$ cat src/rtl/proc_ctrl_fsm.sv
// Multi-cycle fetch/decode/execute sequencer for the processor datapath.
// Owns all processor-register enables, memory strobes and datapath mux selects.
module proc_ctrl_fsm #(
    parameter int C_IND = 0,
    parameter int L_IND = 2,
    parameter int F_IND = 5,
    parameter int Z_IND = 6,
    parameter int N_IND = 7
) (
    input  logic        clk,
    input  logic        reset_n,
    input  logic [15:0] instr,
    input  logic [15:0] psr,
    input  logic        mem_rdy,
    output logic        pc_en,
    output logic        instr_en,
    output logic        cmp_f_en,
    output logic        of_f_en,
    output logic        z_f_en,
    output logic        rf_we,
    output logic        mem_re,
    output logic        mem_we,
    output logic        addr_sel,
    output logic [1:0]  pc_sel,
    output logic [1:0]  wb_sel,
    output logic [2:0]  state,
    output logic        halted
);

    typedef enum logic [2:0] {
        S_FETCH   = 3'b000,
        S_DECODE  = 3'b001,
        S_EXEC    = 3'b010,
        S_LOAD    = 3'b011,
        S_STOR    = 3'b100,
        S_BRANCH  = 3'b101,
        S_HALT    = 3'b110,
        S_ILLEGAL = 3'b111
    } state_t;

    state_t state_q, state_d;

    logic [3:0] op, ext, cond, k;
    logic       is_grp4, is_load, is_stor, is_jal, is_jcond, is_halt, is_bcond;
    logic       is_addsub, is_cmp, cond_ok;

    logic       pc_en_c, instr_en_c, cmp_f_en_c, of_f_en_c, z_f_en_c, rf_we_c;
    logic       mem_re_c, mem_we_c, addr_sel_c, halted_c;
    logic [1:0] pc_sel_c, wb_sel_c;

    // Instruction bits outside the decoded fields and PSR bits outside the flag set
    logic unused_ok;
    assign unused_ok = ^{instr[3:0], psr};

    function automatic logic cond_true(input logic [3:0] c, input logic [15:0] p);
        logic fz, fc, fl, ff, fn;
        fz = p[Z_IND];
        fc = p[C_IND];
        fl = p[L_IND];
        ff = p[F_IND];
        fn = p[N_IND];
        case (c)
            4'h0:    cond_true = fz;
            4'h1:    cond_true = !fz;
            4'h2:    cond_true = fc;
            4'h3:    cond_true = !fc;
            4'h4:    cond_true = fl;
            4'h5:    cond_true = !fl;
            4'h6:    cond_true = fn;
            4'h7:    cond_true = !fn;
            4'h8:    cond_true = ff;
            4'h9:    cond_true = !ff;
            4'hA:    cond_true = !fl && !fz;
            4'hB:    cond_true = fl || fz;
            4'hC:    cond_true = !fn && !fz;
            4'hD:    cond_true = fn || fz;
            4'hE:    cond_true = 1'b1;
            default: cond_true = 1'b0;
        endcase
    endfunction

    assign op   = instr[15:12];
    assign cond = instr[11:8];
    assign ext  = instr[7:4];
    assign k    = (op == 4'b0000) ? ext : op;

    assign is_grp4   = (op == 4'b0100);
    assign is_load   = is_grp4 && (ext == 4'b0000);
    assign is_stor   = is_grp4 && (ext == 4'b0100);
    assign is_jal    = is_grp4 && (ext == 4'b1000);
    assign is_jcond  = is_grp4 && (ext == 4'b1100);
    assign is_halt   = is_grp4 && (ext == 4'b0010);
    assign is_bcond  = (op == 4'b1100);
    assign is_addsub = (k == 4'b0101) || (k == 4'b1001);
    assign is_cmp    = (k == 4'b1011);
    assign cond_ok   = cond_true(cond, psr);

    always_ff @(posedge clk or negedge reset_n) begin
        if (!reset_n) begin
            state_q <= S_FETCH;
        end else begin
            state_q <= state_d;
        end
    end

    always_comb begin
        state_d    = state_q;
        pc_en_c    = 1'b0;
        instr_en_c = 1'b0;
        cmp_f_en_c = 1'b0;
        of_f_en_c  = 1'b0;
        z_f_en_c   = 1'b0;
        rf_we_c    = 1'b0;
        mem_re_c   = 1'b0;
        mem_we_c   = 1'b0;
        addr_sel_c = 1'b0;
        halted_c   = 1'b0;
        pc_sel_c   = 2'b00;
        wb_sel_c   = 2'b00;
        case (state_q)
            S_FETCH: begin
                mem_re_c = 1'b1;
                if (mem_rdy) begin
                    instr_en_c = 1'b1;
                    state_d    = S_DECODE;
                end
            end
            S_DECODE: begin
                if (is_halt)                             state_d = S_HALT;
                else if (is_load)                        state_d = S_LOAD;
                else if (is_stor)                        state_d = S_STOR;
                else if (is_bcond || is_jcond || is_jal) state_d = S_BRANCH;
                else                                     state_d = S_EXEC;
            end
            S_EXEC: begin
                rf_we_c    = !is_cmp;
                of_f_en_c  = is_addsub;
                cmp_f_en_c = is_cmp;
                z_f_en_c   = is_cmp;
                pc_en_c    = 1'b1;
                state_d    = S_FETCH;
            end
            S_LOAD: begin
                mem_re_c   = 1'b1;
                addr_sel_c = 1'b1;
                if (mem_rdy) begin
                    rf_we_c  = 1'b1;
                    wb_sel_c = 2'b01;
                    pc_en_c  = 1'b1;
                    state_d  = S_FETCH;
                end
            end
            S_STOR: begin
                mem_we_c   = 1'b1;
                addr_sel_c = 1'b1;
                if (mem_rdy) begin
                    pc_en_c = 1'b1;
                    state_d = S_FETCH;
                end
            end
            S_BRANCH: begin
                pc_en_c = 1'b1;
                if (is_jal) begin
                    pc_sel_c = 2'b10;
                    rf_we_c  = 1'b1;
                    wb_sel_c = 2'b10;
                end else if (is_bcond) begin
                    pc_sel_c = cond_ok ? 2'b01 : 2'b00;
                end else if (is_jcond) begin
                    pc_sel_c = cond_ok ? 2'b10 : 2'b00;
                end
                state_d = S_FETCH;
            end
            S_HALT: begin
                halted_c = 1'b1;
            end
            default: begin
                state_d = S_FETCH;
            end
        endcase
    end

    // Reset gates every strobe combinationally so an in-flight access dies at once
    assign pc_en    = reset_n & pc_en_c;
    assign instr_en = reset_n & instr_en_c;
    assign cmp_f_en = reset_n & cmp_f_en_c;
    assign of_f_en  = reset_n & of_f_en_c;
    assign z_f_en   = reset_n & z_f_en_c;
    assign rf_we    = reset_n & rf_we_c;
    assign mem_re   = reset_n & mem_re_c;
    assign mem_we   = reset_n & mem_we_c;
    assign addr_sel = reset_n & addr_sel_c;
    assign halted   = reset_n & halted_c;
    assign pc_sel   = reset_n ? pc_sel_c : 2'b00;
    assign wb_sel   = reset_n ? wb_sel_c : 2'b00;
    assign state    = state_q;

endmodule
$ cat config.mk
export PLATFORM = sky130hd
export DESIGN_NAME = proc_ctrl_fsm
export DESIGN_NICKNAME = d
export VERILOG_FILES = /design/src/rtl/proc_ctrl_fsm.sv
export SDC_FILE = /design/constraint.sdc
export NUM_CORES = 1
export LEC_CHECK = 0
export CAP_MARGIN = 25
export CORE_ASPECT_RATIO = 1.1
export CORE_UTILIZATION = 36
export CTS_BUF_LIST = sky130_fd_sc_hd__clkbuf_8 sky130_fd_sc_hd__clkbuf_16
export CTS_CLUSTER_SIZE = 16
export DETAILED_ROUTE_END_ITERATION = 7
export PLACE_DENSITY = 0.85
export REMOVE_ABC_BUFFERS = 1
export SLEW_MARGIN = 30
export SYNTH_ARGS = -nofsm -noshare
export SYNTH_HDL_FRONTEND = slang
export SYNTH_SLANG_ARGS = --single-unit
$ cat constraint.sdc
create_clock -name clk -period 2.68 [get_ports clk]
set_input_delay 0.536 -clock clk [delete_from_list [all_inputs] [get_ports clk]]
set_output_delay 0.536 -clock clk [all_outputs]
set_load 0.01 [all_outputs]
# Word level (Yosys, flattened, before mapping)
# Cells that the tools add are included.
classes:
  eq_ne: 31
  muxes: 31
  n_reduce_logical: 26
  n_bitwise: 10
ops:
  columns: ["op", "n"]
  rows:
  - ["$eq A4 B4 Y1 const B", 12]
  - ["$eq A4 B3 Y1 const B", 7]
  - ["$mux W3", 6]
  - ["$mux W2", 8]
  - ["$pmux W1 S15", 1]
  - ["$eq A4 B2 Y1 const B", 3]
  - ["$logic_not A4 Y1", 3]
  - ["$pmux W3 S4", 1]
  - ["$mux W1", 11]
  - ["$and A1 B1 Y1", 9]
  - ["$eq A3 B3 Y1 const B", 3]
  - ["$logic_and A1 B1 Y1", 7]
  - ["$eq A3 B2 Y1 const B", 2]
  - ["$logic_not A1 Y1", 6]
  - ["$reduce_or A2 Y1", 3]
  - ["$logic_or A1 B1 Y1", 5]
  - ["$eq A4 B1 Y1 const B", 1]
  - ["$mux W4", 1]
  - ["$pmux W2 S2", 1]
  - ["$eq A3 B1 Y1 const B", 1]
  - ["$logic_not A3 Y1", 1]
  - ["$pmux W1 S3", 1]
  - ["$reduce_and A3 Y1", 1]
  - ["$ne A2 B1 Y1 const B", 1]
  - ["other kinds (3)", 3]
totals:
  input_bits: 35
  ff_bits: 3

# Depth between registers and ports, before layout
logic_depth:
  word_depth: 9
  depth_mapped: 6
  depth_no_buf: 4

# Worst setup path before layout
# No wires, ideal clock.
synth_path:
  kind: "input to output"
  startpoint: "in instr[14]"
  endpoint: "out z_f_en"
  path_stages: 5
  path_slack_ns: 0.439
  n_path_buf: 1
  t_arrival_ns: 1.705
  path_cell_list: "or4b_1 o21ai_0 nand2_1 nor2_1 buf_4"
synth_between:
  elab_chain_len: 5
synth_lines:
  columns: ["item", "line_no", "source"]
  rows:
  - ["start, declared", "12", "input logic [15:0] instr,"]
  - ["$logic_not A4 Y1", "85", "assign k = (op == 4'b0000) ? ext : op;"]
  - ["$mux W4 (*)", "85", null]
  - ["$eq A4 B4 Y1 (*)", "95", "assign is_cmp = (k == 4'b1011);"]
  - ["$mux W1 (*)", null, null]
  - ["$and A1 B1 Y1 (*)", null, null]
  - ["end, declared", "19", "output logic z_f_en,"]
# Every way passes the cells marked *; elsewhere a longest branch is shown, timed or not.

# Worst setup path in the final report
layout_path:
  startpoint: "in instr[12]"
  endpoint: "out rf_we"
layout_between:
  elab_chain_len: 6
  elab_cells_between_ends: 9
  classes_between: "2 x eq/ne; 3 x mux; 1 x bitwise; 3 x reduce/logical"
layout_lines:
  columns: ["item", "line_no", "source"]
  rows:
  - ["$logic_not A4 Y1", "85", null]
  - ["$mux W4", "85", null]
  - ["$eq A4 B4 Y1", "95", null]
  - ["$logic_not A1 Y1", "136", "rf_we_c = !is_cmp;"]
  - ["$pmux W1 S3 (*)", "120", "case (state_q)"]
  - ["$and A1 B1 Y1 (*)", "189", "assign rf_we = reset_n & rf_we_c;"]
  - ["end, declared", "20", "output logic rf_we,"]
# Marks and branches as above.

==> metrics <==
CP max stage delay=roughly 540 ps; vias in the first global route=a little over 900; max reg flops=3; CTS Buffer Depth=2; clock skew=between 1.5 and 2 ps; largest net degree at the start of global routing=13; worst r2r path cells=3; Startpoint Class=input port; Peak supply drop=approximately 270 uV; Cell Chain, Critical Path=dlygate4sd2_1 > buf_6 > or4b_4 > a21oi_4 > nand3b_1 > a31o_2 > buf_2; drt pass-1 iters=7; fin. max-slew vios=0; Global Route met2 Usage=around 48%; Critical R2R Capture=state[0]$_DFFE_PN0P_; Synth cell types=40; RSZ-0062 raised after global routing=false; crit path to=rf_we; min Tclk post-route=2630 ps; run status=complete, but fails checks; DIE AREA=2090 um2; DR WL/cell=approximately 13 um; antenna violations before repair=0; CP Data Arrival Time=roughly 2100 ps; Post-synth EDFFs=0; count leader, synth=nor2_1; GR peak layer=met2; M3 GR Usage=under 10%; GR Layer Usage met1=approximately 24%; fmax=380 MHz; Leakage=0.576 nW; worst min path class=in2async; drt via density=5.75; ys flop type=dfrtp_1; final wirelength=around 2300 um; period utilization=between 90 and 100%; crit path kind=in2out; row cnt=16; Hold Vio Cnt, Final=0; ant diodes=0; DRC=5; share of layout cells above drive strength 1=between 20% and 30%; clk_lat worst skew=220 ps; DP HPWL=1800 um; Storage cell area=75.1 um2; hold-fix buffers at CTS=0; placed cell area=around 1200 um2; Slew HR=between 70% and 80%; clock tree sinks=3; H-Tree Level Count=1; Congestion Overflow GR=0; Synth area leader=dfrtp_1; fraction of registers with async set/reset=between 90% and 100%; total track usage=a little under a quarter; Crit. End Element=primary output; CTS tree=yes; Syn Area/Cell=6.75 um2; Fillers=about 160; Worst Setup SP=instr[12]; worst reg2reg startpoint=state[1]$_DFFE_PN0P_; top-area cell type share of the netlist area=a little over a tenth; Slew @ Worst Pin=approximately 360 ps; Area contributors post-synth=dfrtp_1 (11%), nor2_1 (7.1%), nor2b_1 (6.4%); global-route wire length before repair=3640 um; CTS Buf Count=3; Die Y=~48 um; Ports=52; CP max FO=5; total power=approximately 580 uW; Multi-input gate area=roughly 610 um2; Critical Path RT=2140 ps; PD cells=roughly 460 nW/um2; Final #Nets=approximately 190; failing checks=design-rule violations; number of nets with antenna violations after routing=0; Iter 0 DRT Violations=25; P&R area growth vs syn=82.4%; slowest cell on the critical path=or4b_4; R2R setup slack=1430 ps; Yosys Warn Count=0; final setup TNS=0 ps; post-route cell area=~1300 um2; Syn Inst Count=just over 100; register area share after synthesis=between 10% and 20%; Max-cap violations=0; DR vias=a little under 1000; final setup vio count=0; Synth Register Bits=3; commonest cells in the netlist=nor2_1 (13), nand2_1 (9), nor2b_1 (7), clkbuf_1 (6); Syn Std Cell Area=just under 700 um2; Die X=roughly 44 um; port bufs=36; GPL Wtd Cong=0.840; Core Area=1780 um2; Initial Util=just under 40%; Reg clk slew, reported paths=~30 ps; root buf cell=clkbuf_8
## cells by family after synthesis
group                  after synthesis  synth area share, %
AND/OR/NAND/NOR                     55                 49.1
AO/OA/AOI/OAI                       26                 24.7
buffers and inverters               12                 7.27
XOR/XNOR                             4                 5.09
flip-flops                           3                 10.9
multiplexers                         2                 2.91
## worst min path at each step
stage / endpoint / slack (ps) / depth (start not counted)
floorplan: state[0]$_DFFE_PN0P_ / 240 / 0
global placement: state[2]$_DFFE_PN0P_ / 620 / 2
detailed placement: state[2]$_DFFE_PN0P_ / 640 / 2
CTS: state[2]$_DFFE_PN0P_ / 650 / 2
global route: state[0]$_DFFE_PN0P_ / 360 / 2
finish: state[0]$_DFFE_PN0P_ / 320 / 2
## where the power goes
part           internal [mW]  switching (mW)
registers             0.0619          0.0280
logic                  0.190           0.167
clock network         0.0976          0.0321
## worst max-delay path: cells and delay by family
kind	cells	cell delay, ps
buffers and inverters	3	510
AOI/OAI and AO/OA	2	420
and+or+nand+nor	2	620
## repair_timing
item / in CTS / in global routing
gates resized for setup: 27 / 18
buffers inserted: 0 / 0
endpoints found under the setup margin: 7 / 12
pin swaps: 4 / 6
gates cloned: 0 / 0
## area by class of cell
type	count	area share [%]
clock inverter	1	0.299
inverter	4	1.20
multi-input combinational	87	48.7
sequential	3	5.98
timing repair buffer	55	38.8
clock buffer	3	3.29
tap	18	1.79
## metrics by stage
step                hold WS (ps)  utilization (%)  std cells  worst slack (ps)
floorplan                    240                -         94               444
global placement             616             66.2        167              -464
detailed placement           641             66.2        167              -471
CTS                          651             69.2        171              2.09
global route                 357             70.4        171              4.01
finish                       325             70.4        171              47.5
## layout by cell type (no fill, tap or decap), types with 4 or more instances in the layout
cell type	n
clkdlybuf4s50_1	20
inv_1	5
nor2b_1	6
nor2_1	13
dlymetal6s2s_1	6
dlygate4sd2_1	4
a21oi_1	4
o21ai_0	4
nand2_1	9
buf_4	18
xnor2_1	4
buf_2	4
## routing by layer
layer / vias up / routed length [um]
met1: 468 / 903
met5: - / 0
met4: 0 / 31
met3: 3 / 103
li1: 477 / -
met2: 35 / 1260
Power figures use the tool's default switching activity.
